===== config.mk =====
export PLATFORM = sky130hd
export DESIGN_NAME = nco_pulse_seq
export DESIGN_NICKNAME = d
export VERILOG_FILES = /design/src/rtl/nco_pulse_seq_pkg.sv /design/src/rtl/nco_cmd_fifo.sv /design/src/rtl/nco_pulse_seq.sv
export SDC_FILE = /design/constraint.sdc
export NUM_CORES = 1
export LEC_CHECK = 0
export BUFFER_PORTS_ARGS = -buffer_cell sky130_fd_sc_hd__buf_2
export CAP_MARGIN = 25
export CORE_AREA = 8 8 108 110
export CTS_CLUSTER_SIZE = 14
export DETAILED_ROUTE_END_ITERATION = 8
export DIE_AREA = 0 0 116 118
export GPL_ROUTABILITY_DRIVEN = 0
export GPL_TIMING_DRIVEN = 0
export PLACE_DENSITY = 0.8
export SLEW_MARGIN = 15
export SYNTH_ARGS = -nofsm -noshare
export SYNTH_HDL_FRONTEND = slang
export SYNTH_HIERARCHICAL = 1
export SYNTH_SLANG_ARGS = --single-unit
export TNS_END_PERCENT = 1

===== constraint.sdc =====
create_clock -name clk -period 3.08 [get_ports clk]
set_input_delay 0.154 -clock clk [delete_from_list [all_inputs] [get_ports clk]]
set_output_delay 0.154 -clock clk [all_outputs]
set_load 0.005 [all_outputs]

===== src/rtl/nco_pulse_seq_pkg.sv =====
// Shared types and default sizes for the NCO pulse sequencer.
package nco_pulse_seq_pkg;

  localparam int N_DEF          = 22;
  localparam int LEN_W_DEF      = 16;
  localparam int FIFO_DEPTH_DEF = 4;

  typedef enum logic [1:0] {
    ST_IDLE,
    ST_CLR,
    ST_LOAD,
    ST_RUN
  } state_e;

  typedef struct packed {
    logic [N_DEF-1:0]     ftw;
    logic [LEN_W_DEF-1:0] len;
    logic                 clr;
  } cmd_t;

  function automatic int cmd_bits(input int n, input int len_w);
    return n + len_w + 1;
  endfunction

endpackage


===== src/rtl/nco_cmd_fifo.sv =====
// Synchronous command FIFO with flush; a full FIFO may push and pop in one cycle.
module nco_cmd_fifo #(
  parameter int W     = 8,
  parameter int DEPTH = 4
) (
  input  logic         clk,
  input  logic         rst,
  input  logic         flush,
  input  logic         push,
  input  logic         pop,
  input  logic [W-1:0] din,
  output logic [W-1:0] dout,
  output logic         empty,
  output logic         full
);

  localparam int AW = $clog2(DEPTH);

  logic [DEPTH-1:0][W-1:0] mem_q, mem_d;
  logic [AW:0]             wr_ptr_q, wr_ptr_d;
  logic [AW:0]             rd_ptr_q, rd_ptr_d;
  logic                    do_push, do_pop;

  assign empty = (wr_ptr_q == rd_ptr_q);
  assign full  = (wr_ptr_q[AW] != rd_ptr_q[AW]) &&
                 (wr_ptr_q[AW-1:0] == rd_ptr_q[AW-1:0]);
  assign dout  = mem_q[rd_ptr_q[AW-1:0]];

  always_comb begin
    mem_d    = mem_q;
    wr_ptr_d = wr_ptr_q;
    rd_ptr_d = rd_ptr_q;
    do_pop   = pop && !empty;
    do_push  = push && (!full || do_pop);
    if (do_push) begin
      mem_d[wr_ptr_q[AW-1:0]] = din;
      wr_ptr_d                = wr_ptr_q + (AW+1)'(1);
    end
    if (do_pop) rd_ptr_d = rd_ptr_q + (AW+1)'(1);
    if (flush) begin
      wr_ptr_d = '0;
      rd_ptr_d = '0;
    end
  end

  always_ff @(posedge clk or posedge rst) begin
    if (rst) begin
      mem_q    <= '0;
      wr_ptr_q <= '0;
      rd_ptr_q <= '0;
    end else begin
      mem_q    <= mem_d;
      wr_ptr_q <= wr_ptr_d;
      rd_ptr_q <= rd_ptr_d;
    end
  end

endmodule


===== src/rtl/nco_pulse_seq.sv =====
// Pulse command sequencer driving NCO clear / FTW load / phase advance.
// NCO_PULSE_SEQ_FIFO_EN selects a FIFO_DEPTH command FIFO instead of a single holding register.
module nco_pulse_seq
  import nco_pulse_seq_pkg::*;
#(
  parameter int N          = N_DEF,
  parameter int LEN_W      = LEN_W_DEF,
  parameter int FIFO_DEPTH = FIFO_DEPTH_DEF
) (
  input  logic             clk,
  input  logic             rst,
  input  logic             cmd_valid,
  output logic             cmd_ready,
  input  logic [N-1:0]     cmd_ftw,
  input  logic [LEN_W-1:0] cmd_len,
  input  logic             cmd_clr,
  input  logic             abort,
  output logic             nco_clr,
  output logic             nco_ftw_wr_en,
  output logic [N-1:0]     nco_ftw,
  output logic             nco_phase_wr_en,
  output logic             busy,
  output logic             done
);

  typedef struct packed {
    logic [N-1:0]     ftw;
    logic [LEN_W-1:0] len;
    logic             clr;
  } cmd_s;

  localparam int CW = $bits(cmd_s);

  if (FIFO_DEPTH < 2 || (FIFO_DEPTH & (FIFO_DEPTH - 1)) != 0) begin : g_bad_depth
    $error("FIFO_DEPTH must be a power of 2 and at least 2");
  end

  state_e           state_q, state_d;
  cmd_s             cur_q, cur_d;
  cmd_s             in_cmd, head;
  logic [LEN_W-1:0] cnt_q, cnt_d;
  logic [N-1:0]     ftw_q, ftw_d;
  logic             live_q;
  logic             buf_empty, buf_full;
  logic             push, pop;

  // live_q keeps cmd_ready low until the first edge after reset release
  assign in_cmd    = {cmd_ftw, cmd_len, cmd_clr};
  assign cmd_ready = live_q && !buf_full && !abort;
  assign push      = cmd_valid && cmd_ready;
  assign pop       = (state_q == ST_IDLE) && !buf_empty && !abort;

`ifdef NCO_PULSE_SEQ_FIFO_EN
  nco_cmd_fifo #(
    .W     (CW),
    .DEPTH (FIFO_DEPTH)
  ) u_cmd_fifo (
    .clk   (clk),
    .rst   (rst),
    .flush (abort),
    .push  (push),
    .pop   (pop),
    .din   (in_cmd),
    .dout  (head),
    .empty (buf_empty),
    .full  (buf_full)
  );
`else
  logic hold_vld_q, hold_vld_d;
  cmd_s hold_q, hold_d;

  always_comb begin
    hold_vld_d = hold_vld_q;
    hold_d     = hold_q;
    if (pop) hold_vld_d = 1'b0;
    if (push) begin
      hold_vld_d = 1'b1;
      hold_d     = in_cmd;
    end
    if (abort) hold_vld_d = 1'b0;
  end

  always_ff @(posedge clk or posedge rst) begin
    if (rst) begin
      hold_vld_q <= 1'b0;
      hold_q     <= '0;
    end else begin
      hold_vld_q <= hold_vld_d;
      hold_q     <= hold_d;
    end
  end

  assign buf_empty = !hold_vld_q;
  assign buf_full  = hold_vld_q;
  assign head      = hold_q;
`endif

  always_ff @(posedge clk or posedge rst) begin
    if (rst) begin
      state_q <= ST_IDLE;
      cur_q   <= '0;
      cnt_q   <= '0;
      ftw_q   <= '0;
      live_q  <= 1'b0;
    end else begin
      state_q <= state_d;
      cur_q   <= cur_d;
      cnt_q   <= cnt_d;
      ftw_q   <= ftw_d;
      live_q  <= 1'b1;
    end
  end

  always_comb begin
    state_d = state_q;
    case (state_q)
      ST_IDLE: if (pop) state_d = head.clr ? ST_CLR : ST_LOAD;
      ST_CLR:  state_d = ST_LOAD;
      ST_LOAD: state_d = (cnt_q == '0) ? ST_IDLE : ST_RUN;
      ST_RUN:  if (cnt_q == LEN_W'(1)) state_d = ST_IDLE;
      default: state_d = ST_IDLE;
    endcase
    if (abort) state_d = ST_IDLE;
  end

  // FTW and count are captured on entry to LOAD so nco_ftw only moves with a load
  always_comb begin
    cur_d = pop ? head : cur_q;
    cnt_d = cnt_q;
    ftw_d = ftw_q;
    if (state_d == ST_LOAD) begin
      cnt_d = cur_d.len;
      ftw_d = cur_d.ftw;
    end else if (state_q == ST_RUN && cnt_q != '0) begin
      cnt_d = cnt_q - LEN_W'(1);
    end
  end

  always_comb begin
    nco_clr         = (state_q == ST_CLR);
    nco_ftw_wr_en   = (state_q == ST_LOAD);
    nco_phase_wr_en = (state_q == ST_RUN);
    done            = ((state_q == ST_LOAD) && (cnt_q == '0)) ||
                      ((state_q == ST_RUN)  && (cnt_q == LEN_W'(1)));
    busy            = (state_q != ST_IDLE) || !buf_empty;
    nco_ftw         = ftw_q;
  end

endmodule

Word level (Yosys, flattened, before mapping)
Cells that the tools add are included.
- add/sub/neg operators: 1
- equality and inequality tests: 5
- multiplexer cells: 12
- reductions and logical operators: 18
- operator list (cell ; count):
    39-bit 2-to-1 mux ; 1
    16-bit 2-to-1 mux ; 2
    16-bit by 1-bit == test with 1-bit output, second input constant ; 1
    16-bit logical NOT ; 1
    16-bit nonzero test ; 1
    16-bit by 1-bit subtractor with 16-bit output, second input constant ; 1
    2-bit 2-to-1 mux ; 5
    1-bit logical AND ; 8
    2-bit case mux with 4 select lines ; 1
    2-bit == test, second input constant ; 3
    2-bit nonzero test ; 2
    1-bit 2-to-1 mux ; 3
    3-bit nonzero test ; 1
    2-bit by 1-bit == test with 1-bit output, second input constant ; 1
    1-bit logical NOT ; 2
    2-bit logical NOT ; 1
    1-bit logical OR ; 2
- register bits: 120
- bits of input ports: 43
- output and inout bits: 28
- logic and storage cells: 47

Logic depth before layout (Yosys ltp)
Gate-level depths: netlist of the first run.
- word-level depth: 8
- mapped depth: 8
- depth with buffers taken out: 7

Least setup slack after synthesis of the first run
Ideal clock, no wire load.
- kind: register -> register
- start point: register cnt_q[4]
- end point: register cnt_q[7]
- library setup time: 0.126 ns
- arrival time: 1.946 ns
- required time: 2.954 ns
- slack: 1.008 ns
- cell stages (with the launch flop): 8
- buffers on the path: 2
- clock period less this slack: 2.072 ns
- path through: dfrtp_1 -> buf_6 -> nor4_4 -> nand3_1 -> o21a_1 -> buf_2 -> mux2i_1 -> a221o_1
- longest elaborated chain between the ends: 6
- elaborated cells on any way between the ends: 13
- classes of those cells: add/sub (1); eq/ne (2); mux (6); reduce/logical (4)
- ends and longest elaborated chain (what ; line ; source):
    start: declaration ; nco_pulse_seq.sv:41 ; logic [LEN_W-1:0] cnt_q, cnt_d;
    start signal: assignment ; nco_pulse_seq.sv:108 ; cnt_q <= cnt_d;
    16-bit by 1-bit == test with 1-bit output / 16-bit logical NOT (equally long branches) ; nco_pulse_seq.sv:120, nco_pulse_seq.sv:119 ;
    2-bit 2-to-1 mux, on equally long branches ; nco_pulse_seq.sv:120, nco_pulse_seq.sv:119 ;
    2-bit case mux with 4 select lines ; nco_pulse_seq.sv:116 ; case (state_q)
    2-bit 2-to-1 mux ; nco_pulse_seq.sv:123 ; if (abort) state_d = ST_IDLE;
    2-bit == test ; nco_pulse_seq.sv:131 ; if (state_d == ST_LOAD) begin
    16-bit 2-to-1 mux / 2-bit nonzero test (equally long branches) ; -- ;
Parallel ways exist; a longest one is shown, timed or not. The select of a mux whose other input is x is not followed.
A chain may end at the register's enable or synchronous reset.

Worst setup path in the final report of the first run
- start point: register state_q[0]
- end point: register cnt_q[13]
- longest elaborated chain between the ends: 8
- elaborated cells on any way between the ends: 15
- classes of those cells: eq/ne (4); mux (6); reduce/logical (5)
- ends and longest elaborated chain (what ; line ; source):
    start: declaration ; nco_pulse_seq.sv:38 ; state_e state_q, state_d;
    start signal: assignment ; nco_pulse_seq.sv:106 ; state_q <= state_d;
    2-bit logical NOT ; nco_pulse_seq.sv:51, nco_pulse_seq.sv:116 ;
    1-bit logical AND (2 in series) ; nco_pulse_seq.sv:51 ; assign pop = (state_q == ST_IDLE) && !buf_empty && !abort;
    2-bit 2-to-1 mux ; nco_pulse_seq.sv:117 ; ST_IDLE: if (pop) state_d = head.clr ? ST_CLR : ST_LOAD;
    2-bit case mux with 4 select lines ; nco_pulse_seq.sv:116 ;
    2-bit 2-to-1 mux ; nco_pulse_seq.sv:123 ;
    2-bit == test ; nco_pulse_seq.sv:131 ;
    16-bit 2-to-1 mux / 2-bit nonzero test (equally long branches) ; -- ;
Parallel ways exist; a longest one is shown, timed or not.

==> run summary, run 1 <==
Status: finished, final reports clean
Syn nets: 452
Overall Power: 5.939 mW
Detailed-route DRC error count: 0
Setup tns final: 0 ns
Largest net degree at the start of global routing: 39
GR Util met3: 0.06208
EDFF count, synth: 0
Dpl ws: 0.6084 ns
Mapped Avg Cell Area: 12.27 um^2
Drt pass-1 iters: 4
Number of port buffers: 70
Power Dens Cells: 900.7 mW/mm^2
Number of top-level pins: 71
Hold WS: 0.1780 ns
Tmin final: 2.501 ns
Setup Crit Path Kind: flip-flop to flip-flop
Synth area leader: dfrtp_1
Via count: 3640
Clk pin slew, worst setup/hold paths: 0.06 ns
Drt total wl: 11930 um
Setup violators final: 0
Share of flip-flops with an asynchronous set or reset: 1.000
Max H-tree Level: 4
Max Clk Rate: 0.3998 GHz
# Post-CTS Setup Buffers: 0
Final max-slew violation count: 0
Hold Path Class: input pin to async pin
Vias in the first global route: 4104
Total gr overflow: 0
Fin Clk Skew: 0.009262 ns
RSZ-0062 raised after global routing: false
Final #Nets: 585
Worst-Margin Slew: 0.6840 ns
Synthesized flop and latch total: 119
Main synth FF type: dfrtp_1
Synth warn: 6
CTS buffer count: 17
Top cell type's share of synthesized area: 0.5978
Clock buffer depth: 2
Grt peak-use layer: met2
Die Area: 0.01369 mm^2
Ratio of cells with drive above 1 in the final layout: 0.3569
Non-Filler Instances: 689
Iter 0 DRT Violations: 160
Hold-fix buffers, CTS: 41
Area Growth Syn to Fin: 32.38%
Clock latency on the worst-skew pair: 0.52 ns
Post-CTS resize count: 0
CTS sink count: 119
CTS tree: built
Gr usage total: 0.1891
Met2 Use GR: 0.3015
Post-route clock period utilization: 0.8122
Worst setup SP type: flip-flop
Maximum fanout along the worst path: 10
WL per Instance: 17.31 um
Post-synthesis sequential area ratio: 0.5978
Placed cells: 615
Synthesized area: 0.004981 mm^2
Number of max-cap violations: 0
Max VDD drop: 481.5 uV
Initial antenna violation count: 1
Final worst-path setup slack: 0.5785 ns
Initial core utilization: 0.4981
Syn Inst Count: 406
Netlist cell types: 44
Crit path DAT: 2.94 ns
Synth area leaders: dfrtp_1 60%, mux2_2 18%, nand2_1 6.3%, mux2i_1 1.4%, nand3_1 1.3%
Slew HR: 0.5440
Critical path required time: 3.52 ns
Antenna viol nets, final: 0
Vias/cell: 5.283
Floorplan core area: 0.01000 mm^2
Row Count: 37
Die Height: 118 um
First-pass GRT wire length: 20150 um
CP Capture Type: flip-flop
Fin. Hold Viols: 0
Root Buffer: clkbuf_8
Die width: 116 um
Leak pwr: 3.056 nW
Met1 Use GR: 0.2214
Post-DP HPWL: 7663 um
==> report_power, final <==
group          leakage (nW)  switching [mW]  internal (mW)
clock network         0.293           0.771           1.28
registers              1.47           0.334           2.16
logic                  1.30           0.698          0.703
total                  3.06            1.80           4.14
==> cells in the mapped netlist, types with 4 or more instances <==
library cell,count
nor3_1,6
mux2i_1,7
dfrtp_1,119
o21ai_0,4
nand2_1,84
nand3_1,13
inv_1,6
o311ai_0,4
clkbuf_1,13
buf_2,4
mux2_2,78
nor2_1,13
==> per-layer routing <==
| metal | part of all wire | vias to the layer above | wire length (um) |
|---|---|---|---|
| met5 | 0 | - | 0 |
| met4 | 0.030 | 0 | 357 |
| met3 | 0.059 | 32 | 701 |
| met2 | 0.49 | 109 | 5886 |
| met1 | 0.42 | 1819 | 4982 |
| li1 | - | 1680 | - |
==> through the flow <==
step	instance area (um^2)	utilization
2_1_floorplan	4985	-
3_3_place_gp	5505	0.5506
3_5_place_dp	5565	0.5566
4_1_cts	6591	0.6592
5_1_grt	6594	0.6594
6_report	6594	0.6594
==> kinds of logic after synthesis <==
kind of cell / count (synthesis) / share of synthesized area
other cells: 1 / 0.0007529
mux: 85 / 0.1904
fa+ha+maj: 3 / 0.007537
simple gates: 144 / 0.1361
flops: 119 / 0.5978
compound gates: 27 / 0.04446
buf+inv: 27 / 0.02286
==> layout by cell type (no fill, tap or decap), drive strengths merged, types with 4 or more instances in the layout <==
cell type,n
o311ai,4
and2,4
or4,4
nor2,13
dfrtp,119
inv,12
nor4,4
nand2,84
or3,4
nand3,13
o21ai,6
clkinvlp,4
mux2,78
buf,81
nor3,6
mux2i,7
clkbuf,31
dlygate4sd3,41
==> final cells by class <==
| class | instances | area (um^2) |
|---|---|---|
| flip-flops and latches | 119 | 2978 |
| diodes | 1 | 2.502 |
| clock buffers | 18 | 427.9 |
| fillers | 748 | 3406 |
| plain buffers | 21 | 91.34 |
| clock inverters | 14 | 187.7 |
| well taps | 136 | 170.2 |
| repair buffers | 114 | 820.8 |
| multi-input cells | 260 | 1889 |
| inverters | 6 | 26.28 |
==> flip-flops by register name, indices dropped and copies added, names as in the netlist <==
register  count
cur_q        38
live_q        1
head         39
cnt_q        16
nco_ftw      22
state_q       2
buf_full      1
==> worst paths after layout <==
check                                   startpoint                       to  slack [ns]  cells after the start
max                           state_q[0]$_DFF_PP0_    cnt_q[13]$_DFFE_PP0P_        0.58                      7
min                                            rst     cnt_q[4]$_DFFE_PP0P_        0.18                      3
min reg2reg                nco_ftw[13]$_DFFE_PP0N_  nco_ftw[13]$_DFFE_PP0N_        0.47                      2
min in group clk                        cmd_ftw[6]     head[23]$_DFFE_PP0P_        0.39                      3
max reg2reg                   state_q[0]$_DFF_PP0_    cnt_q[13]$_DFFE_PP0P_        0.58                      7
max in group asynchronous                      rst     head[34]$_DFFE_PP0P_        2.16                      5
==> critical path, stage by stage (launching register included) <==
cell and delay, ns:
dfrtp_1 0.32, clkbuf_1 0.29, nor2_1 0.12, nor3_1 0.46
clkbuf_1 0.49, clkbuf_1 0.46, nand2_1 0.17, o211ai_1 0.12
Power figures use the tool's default switching activity.
==> inputs of run 2 (changes only) <==
clock period = 2.1 ns   (was 3.08 ns; I/O delays follow)
==> run summary, run 2 (same netlist as run 1, synthesis figures left out) <==
Met3 wire length: 791 um (+13%)
Fin Clk Skew: 0.008892 ns (-0.0003706 ns)
Clock latency on the worst-skew pair: 0.52 ns (about the same)
WL per Instance: 17.59 um (+1.6%)
Final #Nets: 585 (unchanged)
Gr usage total: 0.1888 (-0.0003231)
Drt total wl: 12120 um (+1.6%)
Slew HR: 0.5601 (+0.01616)
Largest net degree at the start of global routing: 39 (unchanged)
Commonest non-fill, non-tap cell in the layout: dfrtp_1
Slowest CP cell: or4_4
Crit path DAT: 2.54 ns (-0.40 ns)
Slack of the worst reg-to-reg path: 0.02 ns (-0.56 ns)
Clock Power Share: 0.339 (-0.006)
Max FFs per register: 39 (unchanged)
Commonest non-fill, non-tap cells in the layout: 117 x dfrtp_1, 83 x nand2_1, 78 x mux2_2
Area Growth Syn to Fin: 34.39%
Final max-slew violation count: 0 (unchanged)
Max VDD drop: 712.2 uV (+48%)
Clk pin slew, worst setup/hold paths: 0.06 ns (about the same)
Vias/cell: 5.299 (+0.30%)
Worst-path cell chain: or4_4 > or3_4 > a2111oi_4 > mux2i_1 > a21o_1
Placed cells: 615 (unchanged)
RSZ-0062 raised after global routing: true
Total gr overflow: 0 (unchanged)
Iter 0 DRT Violations: 152 (-5.0%)
Initial core utilization: 0.4981 (unchanged)
DR top layer: met4
Number of port buffers: 70 (unchanged)
Worst setup SP type: flip-flop
Via count: 3651 (+0.30%)
Vias in the first global route: 4078 (-0.63%)
Worst R2R Path Depth: 5 (-2)
Max H-tree Level: 4 (unchanged)
Maximum fanout along the worst path: 5 (-5)
Max Clk Rate: 0.4816 GHz (+20%)
Leak pwr: 3.114 nW (+1.9%)
Power Dens Cells: 1322 mW/mm^2 (+47%)
Ratio of cells with drive above 1 in the final layout: 0.4040 (+0.04710)
Largest stage delay, worst path: 0.57 ns (+0.08 ns)
Root Buffer: clkbuf_8
Number of top-level pins: 71 (unchanged)
Hold WS: 0.1304 ns (-0.04762 ns)
Sw Share: 0.3070 (+0.003496)
Setup violators final: 0 (unchanged)
Detailed-route DRC error count: 0 (unchanged)
CP Capture Type: flip-flop
Non-Filler Instances: 689 (unchanged)
CTS sink count: 119 (unchanged)
Post-route clock period utilization: 0.9888 (+0.1766)
Die Area: 0.01369 mm^2 (unchanged)
Critical path required time: 2.56 ns (-0.96 ns)
Drt pass-1 iters: 4 (unchanged)
M1 WL: 4871 um (-2.2%)
Comb pwr share: 0.244 (+0.008)
R2R Path End: cnt_q[15]$_DFFE_PP0P_
Int Pwr: 6.132 mW (+48%)
Number of max-cap violations: 0 (unchanged)
Tmin final: 2.076 ns (-0.4250 ns)
CTS tree: built
Seq pwr share: 0.417 (-0.002)
Die width: 116 um (unchanged)
Worst-Margin Slew: 0.6538 ns (-0.03026 ns)
Floorplan core area: 0.01000 mm^2 (unchanged)
Initial antenna violation count: 1 (unchanged)
Switching power: 2.716 mW (+51%)
Row Count: 37 (unchanged)
WL met2: 6081 um (+3.3%)
Antenna viol nets, final: 0 (unchanged)
Die Height: 118 um (unchanged)
RR Startpoint: cnt_q[1]$_DFFE_PP0P_
CTS buffer count: 17 (unchanged)
Fin. Hold Viols: 0 (unchanged)
Hold Path Class: input pin to async pin
Setup Crit Path Kind: flip-flop to flip-flop
Status: finished, final reports clean
First-pass GRT wire length: 20150 um (about the same)
Post-DP HPWL: 7663 um (unchanged)
Clock buffer depth: 2 (unchanged)
## run 2: cell count changes in the layout (fill, tap and decap cells not counted), sizes merged
cell and delta:
buf +1, clkbuf -1
## run 2: worst max-delay path: cells and delay by family, from the launching register on
kind / cells / cell delay [ns]
AO/OA/AOI/OAI: 2 / 0.34
flip-flops: 1 / 0.44
AND/OR/NAND/NOR: 2 / 0.97
multiplexers: 1 / 0.27
## run 2: power by group through the flow
stage / registers, mW / clock network (mW) / logic (mW)
after detailed placement: 3.64 / 0 / 1.96
after global placement: 3.60 / 0 / 1.85
after CTS: 3.65 / 3.05 / 2.10
after floorplan: 3.55 / 0 / 1.36
after global routing: 3.79 / 3.15 / 2.40
final: 3.69 / 3.00 / 2.16
## run 2: through the flow
step,worst slack [ns],instance area (um^2),util,total power [mW],setup TNS (ns)
final,0.02352,6694,0.6694,8.848,0
after global routing,-0.05960,6694,0.6694,9.338,-0.1826
after CTS,-0.03536,6645,0.6645,8.800,-0.03536
after detailed placement,-0.3716,5565,0.5566,5.603,-14.13
after global placement,-0.3305,5505,0.5506,5.448,-23.03
after floorplan,0.02842,4985,-,4.909,0
## run 2: layout make-up
class	instances	area (um^2)
fillers	729	3306
flip-flops and latches	119	2980
multi-input cells	260	1954
repair buffers	116	835.8
clock buffers	18	427.9
clock inverters	14	187.7
well taps	136	170.2
plain buffers	19	108.9
inverters	6	26.28
diodes	1	2.502
## run 2: worst max path at each step
| stage | from | to | depth (start not counted) |
|---|---|---|---|
| global route | cnt_q[5]$_DFFE_PP0P_ | cnt_q[14]$_DFFE_PP0P_ | 6 |
| global placement | state_q[0]$_DFF_PP0_ | cnt_q[13]$_DFFE_PP0P_ | 7 |
| detailed placement | state_q[0]$_DFF_PP0_ | cnt_q[13]$_DFFE_PP0P_ | 7 |
| floorplan | cnt_q[4]$_DFFE_PP0P_ | cnt_q[7]$_DFFE_PP0P_ | 7 |
| CTS | cnt_q[5]$_DFFE_PP0P_ | done | 4 |
| finish | cnt_q[1]$_DFFE_PP0P_ | cnt_q[15]$_DFFE_PP0P_ | 5 |
## run 2: timing repair
item,in CTS,in global routing
endpoints found under the hold margin,131,0
gates resized for setup,16,21
setup endpoints to repair,60,68
gates cloned,0,0
buffers inserted,1,1
pin swaps,3,3
hold buffers,41,0
## run 2: per-layer routing
metal / track usage / vias up
li1: - / 1683
met1: 0.2223 / 1810
met2: 0.3048 / 124
met3: 0.05952 / 34
met4: 0.08840 / 0
met5: 0 / -
==> inputs of run 3 (changes only) <==
ABC_AREA = 1   (was unset)
CORE_AREA = 8 8 109 111   (was 8 8 108 110)
DIE_AREA = 0 0 117 119   (was 0 0 116 118)
GPL_TIMING_DRIVEN = unset   (was 0)
==> run summary, run 3 <==
Overall Power: 8.277 mW (-6.5%)
Setup tns final: 0 ns (unchanged)
RSZ-0062 raised after global routing: false
Max H-tree Level: 4 (unchanged)
CTS tree: built
Iter 0 DRT Violations: 254 (+67%)
Status: finished, final reports clean
RR Startpoint: cnt_q[0]$_DFFE_PP0P_
Area Growth Syn to Fin: 29.52%
Vias/cell: 4.985 (-5.9%)
WL per Instance: 15.04 um (-15%)
Root Buffer: clkbuf_8
Setup violators final: 0 (unchanged)
Main combinational cell family by area after synthesis: simple AND/OR/NAND/NOR gates
Setup Crit Path Kind: flip-flop to output port
Commonest non-fill, non-tap cells in the layout: 235 x nand2_1, 119 x dfrtp_1, 70 x buf_2
Comb pwr share: 0.249 (+0.005)
Clock Power Share: 0.327 (-0.012)
Fillers: 792 (+8.6%)
Top post-synthesis cells by count: 236 x nand2_1, 119 x dfrtp_1, 41 x nor2_1
Post-DP HPWL: 7262 um (-5.2%)
Synthesized area: 0.005040 mm^2 (+1.2%)
Detailed-route DRC error count: 0 (unchanged)
Syn Inst Count: 540 (+33%)
Maximum fanout along the worst path: 4 (-1)
Post-synthesis sequential area ratio: 0.5909 (-0.006976)
Hold Path Class: input pin to async pin
Max FFs per register: 39 (unchanged)
Synth warn: 6 (unchanged)
CP Buf/Inv Count: 2 (+2)
Largest net degree at the start of global routing: 51 (+31%)
Die width: 117 um (+0.86%)
Mapped Avg Cell Area: 9.333 um^2 (-24%)
Post-route clock period utilization: 0.9420 (-0.04678)
Fin. Hold Viols: 0 (unchanged)
Worst-Margin Slew: 0.7078 ns (+0.05401 ns)
Post-synthesis xor/xnor area fraction: 0.01564 (+0.01564)
Initial antenna violation count: 1 (unchanged)
Most common cell on crit path: nand2_1
Crit path DAT: 1.87 ns (-0.67 ns)
Drt total wl: 12180 um (+0.50%)
Worst setup SP type: flip-flop
Critical path required time: 2.00 ns (-0.56 ns)
Crit path max-delay family: simple AND/OR/NAND/NOR gates
Int Pwr: 5.521 mW (-10%)
Worst-path cell chain: inv_1 > ha_1 > nand2_1 > nor2_1 > nand3_1 > nand2_1 > buf_2
Die Area: 0.01392 mm^2 (+1.7%)
Multiplexer share of the synthesized area: 0.07820 (-0.1122)
Synthesized flop and latch total: 119 (unchanged)
CP Capture Type: output port
Final #Nets: 706 (+21%)
Number of top-level pins: 71 (unchanged)
Top cell type's share of synthesized area: 0.5909 (-0.006976)
Post-Synth Adder-Cell Area: 0.007448 (-0.00008793)
Clock buffer depth: 2 (unchanged)
Count leader, synth: nand2_1
Syn nets: 586 (+30%)
Simple-Gate Fraction of Synth Area: 0.2391 (+0.1029)
Number of port buffers: 70 (unchanged)
Drt pass-1 iters: 5 (+1)
Slowest CP cell: dfrtp_1
Slack of the worst reg-to-reg path: 0.13 ns (+0.11 ns)
Via count: 4038 (+11%)
Floorplan core area: 0.01009 mm^2 (+0.93%)
Row Count: 37 (unchanged)
CTS sink count: 119 (unchanged)
Main synth FF type: dfrtp_1
First-pass GRT wire length: 20290 um (+0.68%)
Number of max-cap violations: 0 (unchanged)
Seq pwr share: 0.424 (+0.007)
Fin Clk Skew: 0.01009 ns (+0.001195 ns)
Max VDD drop: 622.0 uV (-13%)
Synth area leaders: dfrtp_1 59%, nand2_1 18%, mux2_2 7.8%, nor2_1 3.1%, a21oi_1 2.3%
Synth area leader: dfrtp_1
R2R Path End: cnt_q[1]$_DFFE_PP0P_
EDFF count, synth: 0 (unchanged)
Switching power: 2.756 mW (+1.5%)
Slew HR: 0.5275 (-0.03268)
Gr usage total: 0.1863 (-0.002568)
Antenna viol nets, final: 0 (unchanged)
Max Clk Rate: 0.5055 GHz (+5.0%)
Sw Share: 0.3330 (+0.02605)
Total gr overflow: 0 (unchanged)
Die Height: 119 um (+0.85%)
Vias in the first global route: 4333 (+6.3%)
Netlist cell types: 24 (-45%)
Tmin final: 1.978 ns (-0.09824 ns)
Initial core utilization: 0.4994 (+0.001257)
Commonest non-fill, non-tap cell in the layout: nand2_1
Synth Area in Compound Gates: 0.02979 (-0.01467)
Clk pin slew, worst setup/hold paths: 0.06 ns (about the same)
Share of flip-flops with an asynchronous set or reset: 1.000 (unchanged)
Clock latency on the worst-skew pair: 0.51 ns (about the same)
Worst R2R Path Depth: 10 (+5)
Setup crit start: cnt_q[0]$_DFFE_PP0P_
Largest stage delay, worst path: 0.40 ns (-0.17 ns)
Leak pwr: 3.418 nW (+9.8%)
CTS buffer count: 17 (unchanged)
Final max-slew violation count: 0 (unchanged)
Power Dens Cells: 1268 mW/mm^2 (-4.1%)
Ratio of cells with drive above 1 in the final layout: 0.2422 (-0.1618)
-- run 3: stage by stage --
step / hold slack (ns) / util / area (um^2) / instances / worst slack, ns
after floorplan: 0.2486 / - / 5044 / 540 / 0.4793
final: 0.1991 / 0.6468 / 6528 / 810 / 0.1218
after global placement: 0.1868 / 0.5502 / 5553 / 736 / 0.3474
after global routing: 0.2363 / 0.6468 / 6528 / 810 / 0.002796
after detailed placement: 0.1889 / 0.5502 / 5553 / 736 / 0.2625
after CTS: 0.1926 / 0.6459 / 6519 / 809 / 0.1726
-- run 3: kinds of logic after synthesis --
group	after synthesis
AND/OR/NAND/NOR	301
AO/OA/AOI/OAI	30
multiplexers	35
flip-flops	119
other	1
buffers and inverters	42
XOR/XNOR	9
adder cells (fa/ha/maj)	3
-- run 3: metal layers --
metal	share of wire	global-route usage
met3	0.067	0.05356
met4	0.024	0.08407
met1	0.39	0.2140
met2	0.52	0.3133
met5	0	0
-- run 3: worst max path at each step --
stage,to,cells after the start
2_1_floorplan,nco_ftw[1]$_DFFE_PP0N_,12
3_3_place_gp,cnt_q[0]$_DFFE_PP0P_,8
3_5_place_dp,nco_ftw[16]$_DFFE_PP0N_,11
4_1_cts,done,7
5_1_grt,nco_ftw[14]$_DFFE_PP0N_,11
6_report,done,7
-- run 3: what timing repair did --
| action | CTS | global route |
|---|---|---|
| setup endpoints to repair | 0 | 18 |
| gates resized for setup | 0 | 2 |
| endpoints found under the hold margin | 64 | 0 |
| hold buffers | 41 | 0 |
| setup buffers | 0 | 0 |
-- run 3: area by class of cell --
type | instances | area, um^2 | share of cell area
clock buffers | 18 | 417.9 | 0.06402
diodes | 1 | 2.502 | 0.0003834
multi-input cells | 379 | 1874 | 0.2871
well taps | 136 | 170.2 | 0.02607
inverters | 23 | 90.09 | 0.01380
flip-flops and latches | 119 | 2978 | 0.4562
clock inverters | 14 | 137.6 | 0.02108
repair buffers | 120 | 857.1 | 0.1313
-- run 3: power by group through the flow --
stage	Combinational, mW	Clock (mW)	Sequential [mW]
final	2.06	2.70	3.51
after global routing	2.33	2.85	3.60
after CTS	2.04	2.73	3.50
after detailed placement	1.93	0	3.52
after global placement	1.84	0	3.48
after floorplan	1.34	0	3.44
-- run 3: worst register-to-register path, stage by stage, from the launching register on --
cell     delay [ns]
dfrtp_1        0.40
inv_1          0.12
ha_1           0.18
nand2_1        0.08
nor2_1         0.20
nand3_1        0.13
nand3_1        0.17
nor2_4         0.09
nor2_4         0.31
nand2_1        0.11
nand2_1        0.10
